===== src/rtl/fpa_add_unit_pkg.sv =====
// Shared constants, FSM encoding and unpacked-operand layout for the
// multi-cycle single-precision adder.
package fpa_pkg;
  localparam int EXP_W    = 8;
  localparam int MAN_W    = 23;
  localparam int WORD_W   = 1 + EXP_W + MAN_W;
  localparam int EXP_BIAS = 127;
  localparam int EXP_MAX  = 255;
  // hidden bit + stored mantissa + guard/round/sticky
  localparam int MX_W     = MAN_W + 4;
  localparam int LZ_W     = $clog2(MX_W + 1);
  localparam logic [WORD_W-1:0] CANON_NAN = 32'h7FC0_0000;

  typedef enum logic [2:0] {
    ST_IDLE  = 3'd0,
    ST_ALIGN = 3'd1,
    ST_ADD   = 3'd2,
    ST_NORM  = 3'd3,
    ST_ROUND = 3'd4
  } state_t;

  typedef struct packed {
    logic             sign;
    logic [EXP_W-1:0] exp;
    logic [MAN_W:0]   man;  // hidden bit in the MSB
  } unpacked_t;

  // Denormals flush to a signed zero (exp = 0, man = 0).
  function automatic unpacked_t unpack(input logic [WORD_W-1:0] w, input logic flip);
    unpacked_t u;
    u.sign = w[WORD_W-1] ^ flip;
    u.exp  = w[WORD_W-2:MAN_W];
    u.man  = {1'b1, w[MAN_W-1:0]};
    if (u.exp == '0) u.man = '0;
    return u;
  endfunction
endpackage


===== src/rtl/fpa_add_unit_if.sv =====
// Request/result bundle between control and the adder.
// start is a one-cycle pulse honoured only while busy is low; done pulses
// for one cycle when fpa_sum/fpa_ovf/fpa_inv take their new values.
interface fpa_add_unit_if;
  import fpa_pkg::*;
  logic              start;
  logic              sub;
  logic [WORD_W-1:0] fpa_a;
  logic [WORD_W-1:0] fpa_b;
  logic              busy;
  logic              done;
  logic [WORD_W-1:0] fpa_sum;
  logic              fpa_ovf;
  logic              fpa_inv;

  modport master (output start, sub, fpa_a, fpa_b,
                  input  busy, done, fpa_sum, fpa_ovf, fpa_inv);
  modport slave  (input  start, sub, fpa_a, fpa_b,
                  output busy, done, fpa_sum, fpa_ovf, fpa_inv);
endinterface


===== src/rtl/fpa_add_unit_lzc.sv =====
// Combinational leading-zero counter over the extended mantissa.
module fpa_lzc
  import fpa_pkg::*;
(
  input  logic [MX_W-1:0] i_val,
  output logic [LZ_W-1:0] o_cnt
);
  logic w_found;

  always_comb begin
    o_cnt   = LZ_W'(MX_W);
    w_found = 1'b0;
    for (int i = MX_W - 1; i >= 0; i--) begin
      if (!w_found && i_val[i]) begin
        o_cnt   = LZ_W'(MX_W - 1 - i);
        w_found = 1'b1;
      end
    end
  end
endmodule


===== src/rtl/fpa_add_unit.sv =====
// Five-state IEEE-754 single adder/subtractor: IDLE, ALIGN, ADD, NORM, ROUND.
// Results and flags are held in registers that change only on the done edge.
module fpa_add_unit
  import fpa_pkg::*;
(
  input  logic              clk,
  input  logic              reset,
  fpa_add_unit_if.slave     bus,
  output state_t            o_dbg_state
);
  state_t            r_state, w_next;
  unpacked_t         r_a, r_b, w_ua, w_ub, w_big, w_small;
  logic              r_spec, r_spec_inv, w_spec, w_spec_inv;
  logic [WORD_W-1:0] r_spec_res, w_spec_res;
  logic              r_sign, r_eff_sub, r_zero;
  logic signed [EXP_W+1:0] r_exp, w_exp_norm, w_exp_r;
  logic [MX_W-1:0]   r_mx, r_my, r_mn, w_my;
  logic [MX_W:0]     r_sum;
  logic [EXP_W-1:0]  w_diff;
  logic [2*MX_W-1:0] w_shf;
  logic [LZ_W-1:0]   w_lz;
  logic [MAN_W+1:0]  w_rnd;
  logic [MAN_W-1:0]  w_frac;
  logic              w_rup;
  logic [WORD_W-1:0] r_out, w_res;
  logic              r_ovf, r_inv, r_done, w_res_ovf, w_res_inv;
  logic              w_a_nan, w_b_nan, w_a_inf, w_b_inf;

  assign bus.busy     = (r_state != ST_IDLE);
  assign bus.done     = r_done;
  assign bus.fpa_sum  = r_out;
  assign bus.fpa_ovf  = r_ovf;
  assign bus.fpa_inv  = r_inv;
  assign o_dbg_state  = r_state;

  always_ff @(posedge clk or posedge reset) begin
    if (reset) r_state <= ST_IDLE;
    else       r_state <= w_next;
  end

  always_comb begin
    w_next = r_state;
    case (r_state)
      ST_IDLE:  if (bus.start) w_next = ST_ALIGN;
      ST_ALIGN: w_next = ST_ADD;
      ST_ADD:   w_next = ST_NORM;
      ST_NORM:  w_next = ST_ROUND;
      ST_ROUND: w_next = ST_IDLE;
      default:  w_next = ST_IDLE;
    endcase
  end

  // Special operands are resolved at unpack and carried alongside the datapath.
  always_comb begin
    w_ua    = unpack(bus.fpa_a, 1'b0);
    w_ub    = unpack(bus.fpa_b, bus.sub);
    w_a_nan = (&w_ua.exp) && (|w_ua.man[MAN_W-1:0]);
    w_b_nan = (&w_ub.exp) && (|w_ub.man[MAN_W-1:0]);
    w_a_inf = (&w_ua.exp) && !(|w_ua.man[MAN_W-1:0]);
    w_b_inf = (&w_ub.exp) && !(|w_ub.man[MAN_W-1:0]);
    w_spec     = 1'b1;
    w_spec_inv = 1'b0;
    w_spec_res = '0;
    if (w_a_nan || w_b_nan || (w_a_inf && w_b_inf && (w_ua.sign != w_ub.sign))) begin
      w_spec_res = CANON_NAN;
      w_spec_inv = 1'b1;
    end else if (w_a_inf) begin
      w_spec_res = {w_ua.sign, {EXP_W{1'b1}}, {MAN_W{1'b0}}};
    end else if (w_b_inf) begin
      w_spec_res = {w_ub.sign, {EXP_W{1'b1}}, {MAN_W{1'b0}}};
    end else if ((w_ua.exp == '0) && (w_ub.exp == '0)) begin
      w_spec_res = {w_ua.sign & w_ub.sign, {(WORD_W-1){1'b0}}};
    end else begin
      w_spec = 1'b0;
    end
  end

  // Alignment: the low half of w_shf collects everything shifted past sticky.
  always_comb begin
    if ({r_a.exp, r_a.man} >= {r_b.exp, r_b.man}) begin
      w_big = r_a; w_small = r_b;
    end else begin
      w_big = r_b; w_small = r_a;
    end
    w_diff = w_big.exp - w_small.exp;
    w_shf  = {w_small.man, 3'b000, {MX_W{1'b0}}} >> w_diff;
    if (w_diff >= EXP_W'(MX_W - 1))
      w_my = {{(MX_W-1){1'b0}}, |w_small.man};
    else
      w_my = {w_shf[2*MX_W-1:MX_W+1], w_shf[MX_W] | (|w_shf[MX_W-1:0])};
  end

  fpa_lzc u_lzc (
    .i_val (r_sum[MX_W-1:0]),
    .o_cnt (w_lz)
  );

  assign w_exp_norm = r_exp - $signed({{(EXP_W+2-LZ_W){1'b0}}, w_lz});

  // Round-to-nearest-even on guard/round/sticky, then final packing.
  always_comb begin
    w_rup     = r_mn[2] & (r_mn[1] | r_mn[0] | r_mn[3]);
    w_rnd     = {1'b0, r_mn[MX_W-1:3]} + {{(MAN_W+1){1'b0}}, w_rup};
    w_exp_r   = w_rnd[MAN_W+1] ? r_exp + 10'sd1 : r_exp;
    w_frac    = w_rnd[MAN_W+1] ? w_rnd[MAN_W:1] : w_rnd[MAN_W-1:0];
    w_res_ovf = 1'b0;
    w_res_inv = 1'b0;
    if (r_spec) begin
      w_res     = r_spec_res;
      w_res_inv = r_spec_inv;
    end else if (r_zero) begin
      w_res = {r_sign, {(WORD_W-1){1'b0}}};
    end else if (w_exp_r >= (EXP_W+2)'(EXP_MAX)) begin
      w_res     = {r_sign, {EXP_W{1'b1}}, {MAN_W{1'b0}}};
      w_res_ovf = 1'b1;
    end else begin
      w_res = {r_sign, w_exp_r[EXP_W-1:0], w_frac};
    end
  end

  always_ff @(posedge clk or posedge reset) begin
    if (reset) begin
      r_a <= '0; r_b <= '0;
      r_spec <= 1'b0; r_spec_inv <= 1'b0; r_spec_res <= '0;
      r_sign <= 1'b0; r_eff_sub <= 1'b0; r_zero <= 1'b0;
      r_exp <= '0; r_mx <= '0; r_my <= '0; r_mn <= '0; r_sum <= '0;
      r_out <= '0; r_ovf <= 1'b0; r_inv <= 1'b0; r_done <= 1'b0;
    end else begin
      r_done <= 1'b0;
      case (r_state)
        ST_IDLE: if (bus.start) begin
          r_a        <= w_ua;
          r_b        <= w_ub;
          r_spec     <= w_spec;
          r_spec_inv <= w_spec_inv;
          r_spec_res <= w_spec_res;
        end
        ST_ALIGN: begin
          r_sign    <= w_big.sign;
          r_eff_sub <= w_big.sign ^ w_small.sign;
          r_exp     <= $signed({2'b00, w_big.exp});
          r_mx      <= {w_big.man, 3'b000};
          r_my      <= w_my;
        end
        ST_ADD: r_sum <= r_eff_sub ? ({1'b0, r_mx} - {1'b0, r_my})
                                   : ({1'b0, r_mx} + {1'b0, r_my});
        ST_NORM: begin
          if (r_sum[MX_W]) begin
            r_mn   <= {r_sum[MX_W:2], r_sum[1] | r_sum[0]};
            r_exp  <= r_exp + 10'sd1;
            r_zero <= 1'b0;
          end else if (r_sum == '0) begin
            r_sign <= 1'b0;
            r_zero <= 1'b1;
          end else begin
            r_mn   <= r_sum[MX_W-1:0] << w_lz;
            r_exp  <= w_exp_norm;
            r_zero <= (w_exp_norm <= 10'sd0);
          end
        end
        ST_ROUND: begin
          r_out  <= w_res;
          r_ovf  <= w_res_ovf;
          r_inv  <= w_res_inv;
          r_done <= 1'b1;
        end
        default: ;
      endcase
    end
  end
endmodule


===== src/flat_wrapper.sv =====
// flat-port wrapper written by rule: the top's interface ports become plain ports
module fpa_add_unit_flat import fpa_pkg::*;
  (clk, reset, o_dbg_state, bus_start, bus_sub, bus_fpa_a, bus_fpa_b, bus_busy, bus_done, bus_fpa_sum, bus_fpa_ovf, bus_fpa_inv);
  fpa_add_unit_if bus_i ();
  input  logic clk;
  input  logic reset;
  output state_t o_dbg_state;
  input wire logic [$bits(bus_i.start)-1:0] bus_start;
  input wire logic [$bits(bus_i.sub)-1:0] bus_sub;
  input wire logic [$bits(bus_i.fpa_a)-1:0] bus_fpa_a;
  input wire logic [$bits(bus_i.fpa_b)-1:0] bus_fpa_b;
  output wire logic [$bits(bus_i.busy)-1:0] bus_busy;
  output wire logic [$bits(bus_i.done)-1:0] bus_done;
  output wire logic [$bits(bus_i.fpa_sum)-1:0] bus_fpa_sum;
  output wire logic [$bits(bus_i.fpa_ovf)-1:0] bus_fpa_ovf;
  output wire logic [$bits(bus_i.fpa_inv)-1:0] bus_fpa_inv;
  assign bus_i.start = bus_start;
  assign bus_i.sub = bus_sub;
  assign bus_i.fpa_a = bus_fpa_a;
  assign bus_i.fpa_b = bus_fpa_b;
  assign bus_busy = bus_i.busy;
  assign bus_done = bus_i.done;
  assign bus_fpa_sum = bus_i.fpa_sum;
  assign bus_fpa_ovf = bus_i.fpa_ovf;
  assign bus_fpa_inv = bus_i.fpa_inv;
  fpa_add_unit u_core (.clk(clk), .reset(reset), .bus(bus_i), .o_dbg_state(o_dbg_state));
endmodule

===== config.mk =====
export PLATFORM = sky130hd
export DESIGN_NAME = fpa_add_unit_flat
export DESIGN_NICKNAME = d
export VERILOG_FILES = /design/src/rtl/fpa_add_unit_pkg.sv /design/src/rtl/fpa_add_unit_if.sv /design/src/rtl/fpa_add_unit_lzc.sv /design/src/rtl/fpa_add_unit.sv /design/src/flat_wrapper.sv
export SDC_FILE = /design/constraint.sdc
export NUM_CORES = 1
export LEC_CHECK = 0
export BUFFER_PORTS_ARGS = -buffer_cell sky130_fd_sc_hd__buf_2
export CORE_MARGIN = 2
export CORE_UTILIZATION = 45
export DETAILED_ROUTE_END_ITERATION = 10
export PLACE_DENSITY = 0.66
export RECOVER_POWER = 100
export SLEW_MARGIN = 25
export SYNTH_ARGS = -nofsm -noshare
export SYNTH_HDL_FRONTEND = slang
export SYNTH_SLANG_ARGS = --single-unit

===== constraint.sdc =====
create_clock -name clk -period 10.89 [get_ports clk]
set_input_delay 2.178 -clock clk [delete_from_list [all_inputs] [get_ports clk]]
set_output_delay 2.178 -clock clk [all_outputs]
set_load 0.1 [all_outputs]

# Yosys cells after proc, flatten, opt, wreduce, memory -nomap -nowiden
# Cells that the tools add are included.
[op_classes] bitwise=8 magnitude_cmp=4 n_mux=90 addsub=6 reduce_logical=79 shifts=2 eq_ne=10
[ops] cell="two-way mux 32 bit" n=5
[ops] cell="two-way mux 5 bit" n=27
[ops] cell="two-way mux 27 bit" n=3
[ops] cell="two-way mux 33 bit" n=2
[ops] cell="two-way mux 31 bit" n=2
[ops] cell=">> shifter 54 x 8 -> 54 bit" n=1
[ops] cell="two-way mux 24 bit" n=2
[ops] cell="OR reduction 23 bit" n=2
[ops] cell="two-way mux 1 bit" n=40
[ops] cell="logical AND 1 bit" n=33
[ops] cell=">= comparator 32 bit" n=1
[ops] cell="two-way mux 10 bit" n=3
[ops] cell="adder 27 x 27 -> 28 bit" n=1
[ops] cell="logical NOT 1 bit" n=28
[ops] cell="logical NOT 28 bit" n=1
[ops] cell="two-way mux 28 bit" n=1
[ops] cell="subtractor 27 x 27 -> 28 bit" n=1
[ops] cell="OR reduction 27 bit" n=1
[ops] cell="<< shifter 27 x 5 -> 27 bit" n=1
[ops] cell="adder 24 x 1 -> 25 bit" n=1
[ops] cell="OR reduction 24 bit" n=1
[ops] cell="two-way mux 23 bit" n=1
[ops] cell="one-hot mux 10 bit (2 select lines)" n=1
[ops] cell="logical NOT 8 bit" n=2
[ops] cell="other kinds (26)" n=38
[word_totals] input_bits=68 ff_bits=257 wordCells=221 output_inout_bits=39

# Longest topological paths before layout
# Gate-level depths: netlist of the first run.
[depth] depth_word=83 depth_mapped=24 depth_no_buf=20

# Hierarchy
# From an unflattened synthesis of the first run, not the netlist that was laid out.
[hier_totals] cells_unflattened=2032 area_unflattened_um2=17418.0
[by_module_without_submodules] mod="fpa_add_unit" n_inst=1 seq_area_each_um2=5680.4 area_each_um2=17130.2 cells_each=1981
[by_module_without_submodules] mod="fpa_lzc" n_inst=1 seq_area_each_um2=0.0 area_each_um2=287.8 cells_each=51

# Least setup slack after synthesis of the first run
# Ideal clock, no wire load.
[synth_path] path_kind="register -> register" from="register u_core.r_b[17] (netlist bit)" to="register u_core.r_my[0]" path_slack_ps=6323 arrival_ps=4490 path_buffers=0 stages_incl_launch_ff=21 required_ps=10813 setup_ps=77 synth_period_minus_slack_ps=4567 path_cell_list="dfrtp_1 > inv_1 > ha_1 > a21o_1 > a221o_1 > a221oi_2 > and2_1 > o2111a_1 > nor2_1 > ha_1 > inv_1 > nand3_1 > o311a_2 > nand2_4 > mux4_2 > and2_1 > or3_1 > a21oi_1 > nor4_1 > o221a_1 > a21oi_1"
[synth_via] elab_chain_cells=7 elab_cells_between_ends=10 classes_between="add/sub: 1; order compare: 2; shift: 1; mux: 3; bitwise: 1; reduce/logical: 2"
[synth_lines] element="start, declared" line="fpa_add_unit.sv:12" rtl="unpacked_t r_a, r_b, w_ua, w_ub, w_big, w_small;"
[synth_lines] element="start signal, assigned" line="fpa_add_unit.sv:133" rtl="r_b <= w_ub;"
[synth_lines] element=">= comparator 32 bit" line="fpa_add_unit.sv:80" rtl="if ({r_a.exp, r_a.man} >= {r_b.exp, r_b.man}) begin"
[synth_lines] element="two-way mux 33 bit" line="fpa_add_unit.sv:80"
[synth_lines] element="subtractor 8 bit" line="fpa_add_unit.sv:85" rtl="w_diff = w_big.exp - w_small.exp;"
[synth_lines] element=">> shifter 54 x 8 -> 54 bit" line="fpa_add_unit.sv:86" rtl="w_shf = {w_small.man, 3'b000, {MX_W{1'b0}}} >> w_diff;"
[synth_lines] element="OR reduction 27 bit" line="fpa_add_unit.sv:90" rtl="w_my = {w_shf[2*MX_W-1:MX_W+1], w_shf[MX_W] | (|w_shf[MX_W-1:0])};"
[synth_lines] element="OR 1 bit" line="fpa_add_unit.sv:90"
[synth_lines] element="two-way mux 27 bit (*)" line="fpa_add_unit.sv:87" rtl="if (w_diff >= EXP_W'(MX_W - 1))"
[synth_lines] element="end signal, assigned" line="fpa_add_unit.sv:143" rtl="r_my <= w_my;"
[synth_lines] element="end, declared" line="fpa_add_unit.sv:17" rtl="logic [MX_W-1:0] r_mx, r_my, r_mn, w_my;"
# Mark *: on every way between the ends. The rest lies on a longest branch, timed or not.
# A chain may end at the register's enable or synchronous reset.

# Worst setup path in the final report of the first run
[layout_path] from="register u_core.r_a[24] (netlist bit)" to="register u_core.r_my[25]"
[layout_via] elab_chain_cells=5 elab_cells_between_ends=7 classes_between="add/sub: 1; order compare: 2; shift: 1; mux: 3"
[layout_lines] element="start, declared" line="fpa_add_unit.sv:12"
[layout_lines] element="start signal, assigned" line="fpa_add_unit.sv:132" rtl="r_a <= w_ua;"
[layout_lines] element=">= comparator 32 bit" line="fpa_add_unit.sv:80"
[layout_lines] element="two-way mux 33 bit" line="fpa_add_unit.sv:80"
[layout_lines] element="subtractor 8 bit" line="fpa_add_unit.sv:85"
[layout_lines] element=">> shifter 54 x 8 -> 54 bit / >= comparator 8 x 5 -> 1 bit (equally long branches)" line="fpa_add_unit.sv:86, fpa_add_unit.sv:87"
[layout_lines] element="two-way mux 27 bit (*)" line="fpa_add_unit.sv:87"
# Marked as above.

==> results of run 1 <==
## state kept, by name (all words and copies together) (netlist names)
name,cells
u_core.r_eff_sub,1
u_core.r_mx,24
u_core.r_mn,27
u_core.bus.fpa_ovf,1
u_core.r_spec,1
u_core.bus.fpa_inv,1
u_core.r_a,33
u_core.bus.fpa_sum,32
u_core.r_my,27
u_core.r_sign,1
u_core.r_sum,28
u_core.r_spec_res,3
u_core.r_zero,1
u_core.r_exp,10
u_core.r_b,33
u_core.o_dbg_state,3
u_core.bus.done,1
## metrics by stage
stage                      util  worst slack [ns]  instances
after floorplan               -              2.49       2035
after global placement    0.479              5.49       2552
after detailed placement  0.479              5.41       2552
after CTS                 0.504              5.38       2599
after global routing      0.500              3.85       2599
final                     0.500              4.24       2599
## worst min-delay path: stages, from the launching register on
cell and delay (ns):
dfrtp_1 0.34, nand2_1 0.05, o21ai_0 0.06
## placed cells by master (no fill, tap or decap), types with 16 or more instances in the layout
cell       instances
nand2_1          264
dfrtp_1          227
nor2_1           185
o21ai_0          153
inv_1            113
a21oi_1          112
mux2i_1          104
ha_1              90
buf_2             66
a22o_1            50
clkbuf_1          50
nor3_1            47
xnor2_1           42
a31oi_1           40
nand3_1           36
nor4_1            32
o22ai_1           27
clkbuf_16         27
xor2_1            26
mux2_2            25
nand4_1           21
o211ai_1          21
o31ai_1           21
a21o_1            20
and2_1            18
mux4_2            17
a211oi_1          16
## kinds of logic (layout without fill, tap and decap cells)
logic type	Yosys count	in the layout	share of synthesized area
AO/OA/AOI/OAI	586	586	0.228
buffers and inverters	239	292	0.0544
flip-flops	227	227	0.332
multiplexers	147	147	0.100
AND/OR/NAND/NOR	676	676	0.181
adder cells (fa/ha/maj)	92	92	0.0682
XOR/XNOR	68	68	0.0353
## layer usage
layer / up-vias / wire (µm) / track usage
met5: - / 0 / 0
met4: 0 / 1440 / 0.0785
met3: 88 / 2140 / 0.0239
met2: 440 / 23900 / 0.424
met1: 7515 / 22800 / 0.353
li1: 7502 / - / -
## path summary, 6_finish.rpt
| kind | from | slack [ns] | to | cells past startpoint |
|---|---|---|---|---|
| worst min register to register | u_core.bus.fpa_inv | 0.48 | u_core.bus.fpa_inv | 2 |
| worst min-delay path | u_core.bus.fpa_inv | 0.48 | u_core.bus.fpa_inv | 2 |
| worst max register to register | u_core.r_a[24] | 4.24 | u_core.r_my[25] | 12 |
| max in group asynchronous | reset | 5.77 | u_core.bus.fpa_sum[5] | 3 |
| min in group asynchronous | reset | 2.88 | u_core.r_spec_res[22] | 2 |
| worst max-delay path | u_core.r_a[24] | 4.24 | u_core.r_my[25] | 12 |
## cell type report
class / instances / share of cell area
clock inverter: 16 / 0.0117
timing repair buffer: 129 / 0.0332
clock buffer: 31 / 0.0379
tap: 511 / 0.0341
multi-input combinational: 1569 / 0.557
sequential: 227 / 0.303
inverter: 116 / 0.0233
==> flow_metrics.py, run 1 <==
metrics = {
    "setup_path": {
        "crit_required_ns": 11.32,
        "cp.arrival_ns": 7.07,
        "cp_top_family": "simple AND/OR/NAND/NOR gates",
        "critPathLaunchType": "flop",
        "path_cells": "ha_1 -> nand2_1 -> nor4_1 -> nand4_1 -> o2111a_1 -> o32ai_1 -> a221oi_1 -> o221a_2 -> xor2_1 -> nand4_1 -> or3_1 -> o22ai_1",
        "cp_max_fo": 18,
        "slowest_delay_ns": 1.11,
        "crit_buf_inv": 0,
        "cp_slowest_cell": "xor2_1",
        "worstSetupPathType": "reg2reg",
        "cp-end-kind": "flop",
        "cpMostUsedCell": "nand4_1",
    },
    "timing": {
        "rsz0062_at_grt": "no",
        "setup_violations": 0,
        "worst_slew_pin_slew_ns": 4.28,
        "slew_viol_final": 400,
        "final.setup_skew_ns": 0.0112,
        "finalSetupTns_ns": 0,
        "holdWs_ns": 0.481,
        "slew_headroom": -1.87,
        "min_period_over_period": 0.610,
        "hold_viol_final": 0,
        "layout_min_cycle_time_ns": 6.65,
        "fmax_mhz": 150,
    },
    "die": {
        "coreArea_mm2": 0.0375,
        "die_h_um": 199,
        "die_w_um": 199,
        "dieArea_mm2": 0.0395,
        "pin_count": 107,
        "start_util": 0.456,
        "fp-row-count": 71,
    },
    "worst_hold_path": {
        "holdCritPathClass": "reg2reg",
    },
    "detailed_routing": {
        "drt_drc_violations_left": 0,
        "routed_via_density": 5.98,
        "ant_nets": 0,
        "drt_wl_total_um": 50200,
        "drt_pre_antenna_iters": 7,
        "drt_iter0_markers": 1214,
        "wl_per_cell_um": 19.3,
        "vias": 15545,
    },
    "cells_and_area": {
        "fill_cells": 3710,
        "multi_input_area_mm2": 0.0105,
        "nets": 2230,
        "final_area_mm2": 0.0188,
        "num_antenna_cells": 0,
        "regArea_mm2": 0.00568,
        "area_delta_synth_final_pct": 9.79,
        "drive_above_1_share": 0.0924,
    },
    "synthesis": {
        "synth_edf_count": 0,
        "ys_async_sr_fraction": 1.00,
        "synth.area.top_cells": "dfrtp_1 33%, ha_1 6.6%, mux2i_1 6.1%",
        "synth.distinct_cells": 91,
        "yosysSeqAreaShare": 0.332,
        "synthFlopType": "dfrtp_1",
        "yosysWarningCount": 0,
        "syn_inst": 2035,
        "synth_seq_cells": 227,
        "syn_avg_cell_area_um2": 8.40,
        "syn_nets": 2195,
        "synth_area_leader_cell": "dfrtp_1",
        "netlist_top_cells_count": "265 x nand2_1, 227 x dfrtp_1, 186 x nor2_1",
        "synth_top_area_frac": 0.332,
        "syn_area_mm2": 0.0171,
        "synth_most_common_cell": "nand2_1",
    },
    "cts": {
        "clock_path_buffers": 3,
        "h-tree-depth": 1,
        "cts_tree": "built",
        "post_cts_buffers": 0,
        "holdBufCountCts": 0,
        "cts_sinks": 227,
        "cts_root_buffer": "clkbuf_16",
        "clock_latency_ns": 0.56,
        "cts.clk_slew.worst_paths_ns": 0.06,
        "cts_buffers": 27,
        "cts_resized": 0,
    },
    "flow_run": {
        "cap_viol_max_count": 6,
    },
    "placement": {
        "gp_congestion": 0.941,
        "post_dp_cell_area_mm2": 0.0180,
        "dp_hpwl_um": 38100,
        "port_buffers": 106,
    },
    "grt": {
        "antenna_found_initial": 0,
        "overflow": 0,
        "grt_pass1_wl_um": 81000,
        "first_global_vias": 14894,
        "grtUsageTotal": 0.255,
        "grt_max_degree": 98,
    },
    "outcome": {
        "status": "finished with violations",
        "failed_checks": "capacitance limit, slew limit",
    },
}
Power of run 1 is not shown: default switching activity piles up to over one toggle a cycle in this logic, so the estimate is an artifact.
==> run 2, diff against run 1 <==
==> constraint.sdc (replaced) <==
create_clock -name clk -period 6.9 [get_ports clk]
set_input_delay 1.38 -clock clk [delete_from_list [all_inputs] [get_ports clk]]
set_output_delay 1.38 -clock clk [all_outputs]
set_load 0.1 [all_outputs]
==> run 2 against run 1 <==
Against the previous run:
- the flow still finishes with violations (capacitance limit, slew limit)
- first-iteration DRC count fell by 2.4%
- clock skew rose by 0.0073 ns
- count of clock-buffer cells in the layout rose by 5
- sequential share of layout area barely moved
- utilization barely moved
- non-clock buffer count rose by 3
- flip-flop and latch count did not move
- die area did not move
- setup slack got worse by 3.4 ns
- register-to-register slack got worse by 3.4 ns
- critical path type unchanged
- largest cell class unchanged
==> flow_metrics.py, run 2 (synthesis gave the netlist of run 1 again) <==
metrics = {
    "outcome": {
        "status": "finished with violations",
        "failed_checks": "capacitance limit, slew limit",
    },
    "worst_hold_path": {
        "hold-path-endpoint": "u_core.bus.fpa_sum[23]",
        "min_path_cells": 2,
        "holdCritPathClass": "reg2reg",
        "hp-start": "u_core.bus.fpa_sum[23]",
    },
    "grt": {
        "grt_max_degree": 151,
        "antenna_found_initial": 0,
        "grt_pass1_wl_um": 80200,
        "grtUsageTotal": 0.253,
        "first_global_vias": 14867,
        "overflow": 0,
    },
    "setup_path": {
        "reg2reg_slack_ns": 0.87,
        "worstSetupPathType": "reg2reg",
        "r2r_cells": 19,
        "slowest_delay_ns": 0.73,
        "path_cells": "ha_1 -> nand2_1 -> nor4_4 -> nand4_1 -> o2111a_1 -> nor2_1 -> ha_1 -> nor3_1 -> o21ai_0 -> o311ai_4 -> nor2_1 -> clkbuf_1 -> mux4_2 -> mux2i_1 -> o221ai_1 -> nand2_1 -> nor4_1 -> o221a_1 -> a21oi_1",
        "cp-end-kind": "flop",
        "r2r-end": "u_core.r_my[0]",
        "cp_slowest_cell": "ha_1",
        "cp_top_family": "simple AND/OR/NAND/NOR gates",
        "critPathLaunchType": "flop",
        "cp.arrival_ns": 6.51,
        "worstReg2RegStart": "u_core.r_a[24]",
        "cp_max_fo": 14,
        "crit_buf_inv": 1,
        "crit_required_ns": 7.38,
    },
    "cts": {
        "clock_latency_ns": 0.56,
        "cts_buffers": 27,
        "holdBufCountCts": 0,
        "cts_resized": 0,
        "h-tree-depth": 1,
        "cts_sinks": 227,
        "cts.clk_slew.worst_paths_ns": 0.06,
        "clock_path_buffers": 3,
        "cts_root_buffer": "clkbuf_16",
        "post_cts_buffers": 0,
        "cts_tree": "built",
    },
    "timing": {
        "layout_min_cycle_time_ns": 6.03,
        "finalSetupTns_ns": 0,
        "rsz0062_at_grt": "no",
        "setup_violations": 0,
        "min_period_over_period": 0.873,
        "worst_slew_pin_slew_ns": 3.72,
        "slew_viol_final": 453,
        "fmax_mhz": 166,
        "hold_viol_final": 0,
        "slew_headroom": -1.48,
        "final.setup_skew_ns": 0.0185,
    },
    "die": {
        "pin_count": 107,
        "fp-row-count": 71,
        "coreArea_mm2": 0.0375,
        "dieArea_mm2": 0.0395,
        "die_h_um": 199,
        "die_w_um": 199,
        "start_util": 0.456,
    },
    "detailed_routing": {
        "drt_iter0_markers": 1185,
        "wl_per_cell_um": 19.2,
        "vias": 15515,
        "drt_wl_total_um": 50000,
        "ant_nets": 0,
        "drt_drc_violations_left": 0,
        "drt_pre_antenna_iters": 6,
        "routed_via_density": 5.97,
    },
    "flow_run": {
        "cap_viol_max_count": 6,
    },
    "cells_and_area": {
        "num_antenna_cells": 0,
        "layout_commonest_cell": "nand2_1",
        "fill_cells": 3696,
        "mostFrequentLayoutCells": "264 x nand2_1, 227 x dfrtp_1, 185 x nor2_1, 152 x o21ai_0, 113 x inv_1",
        "area_delta_synth_final_pct": 9.82,
        "nets": 2233,
        "drive_above_1_share": 0.0938,
    },
    "placement": {
        "gp_congestion": 0.947,
        "port_buffers": 106,
        "dp_hpwl_um": 37900,
    },
}
## run 2: worst max-delay path by stage
stage	startpoint	to	slack (ns)	depth (start not counted)
final	u_core.r_a[24]	u_core.r_my[0]	0.87	19
after global routing	u_core.r_b[24]	u_core.r_my[20]	0.42	13
after CTS	u_core.r_a[24]	u_core.r_my[0]	1.12	19
after detailed placement	u_core.r_a[24]	u_core.r_my[0]	1.17	19
after global placement	u_core.r_a[24]	u_core.r_my[0]	1.29	19
after floorplan	u_core.r_b[17]	u_core.r_my[0]	2.33	20
## run 2: metal layers
layer	track usage	part of all wire	vias to the layer above
met3	0.0292	0.050	129
met4	0.0981	0.039	0
li1	-	-	7492
met2	0.416	0.47	469
met5	0	0	-
met1	0.342	0.44	7425
## run 2: per-stage QoR
stage / std cells / instance area (µm²) / setup WS, ns / hold WS (ns) / util
floorplan: 2035 / 17100 / 2.33 / 0.431 / -
global placement: 2554 / 18000 / 1.29 / 0.447 / 0.480
detailed placement: 2554 / 18000 / 1.17 / 0.461 / 0.480
CTS: 2600 / 18900 / 1.12 / 0.476 / 0.504
global route: 2601 / 18800 / 0.422 / 0.509 / 0.501
finish: 2601 / 18800 / 0.873 / 0.477 / 0.501
## run 2: area by class of cell
class / count / area [µm²] / share of cell area
Clock buffer: 36 / 779 / 0.0415
Clock inverter: 10 / 114 / 0.00607
Inverter: 116 / 437 / 0.0233
Multi-Input combinational cell: 1569 / 10500 / 0.559
Sequential cell: 227 / 5680 / 0.303
Tap cell: 511 / 639 / 0.0341
Timing Repair Buffer: 132 / 628 / 0.0335
## run 2: worst min-delay path: stages (launching register included)
cell and delay (ns):
dfrtp_1 0.34, nand2_1 0.05, nand2_1 0.06
Power of run 2 is left out for the same reason.
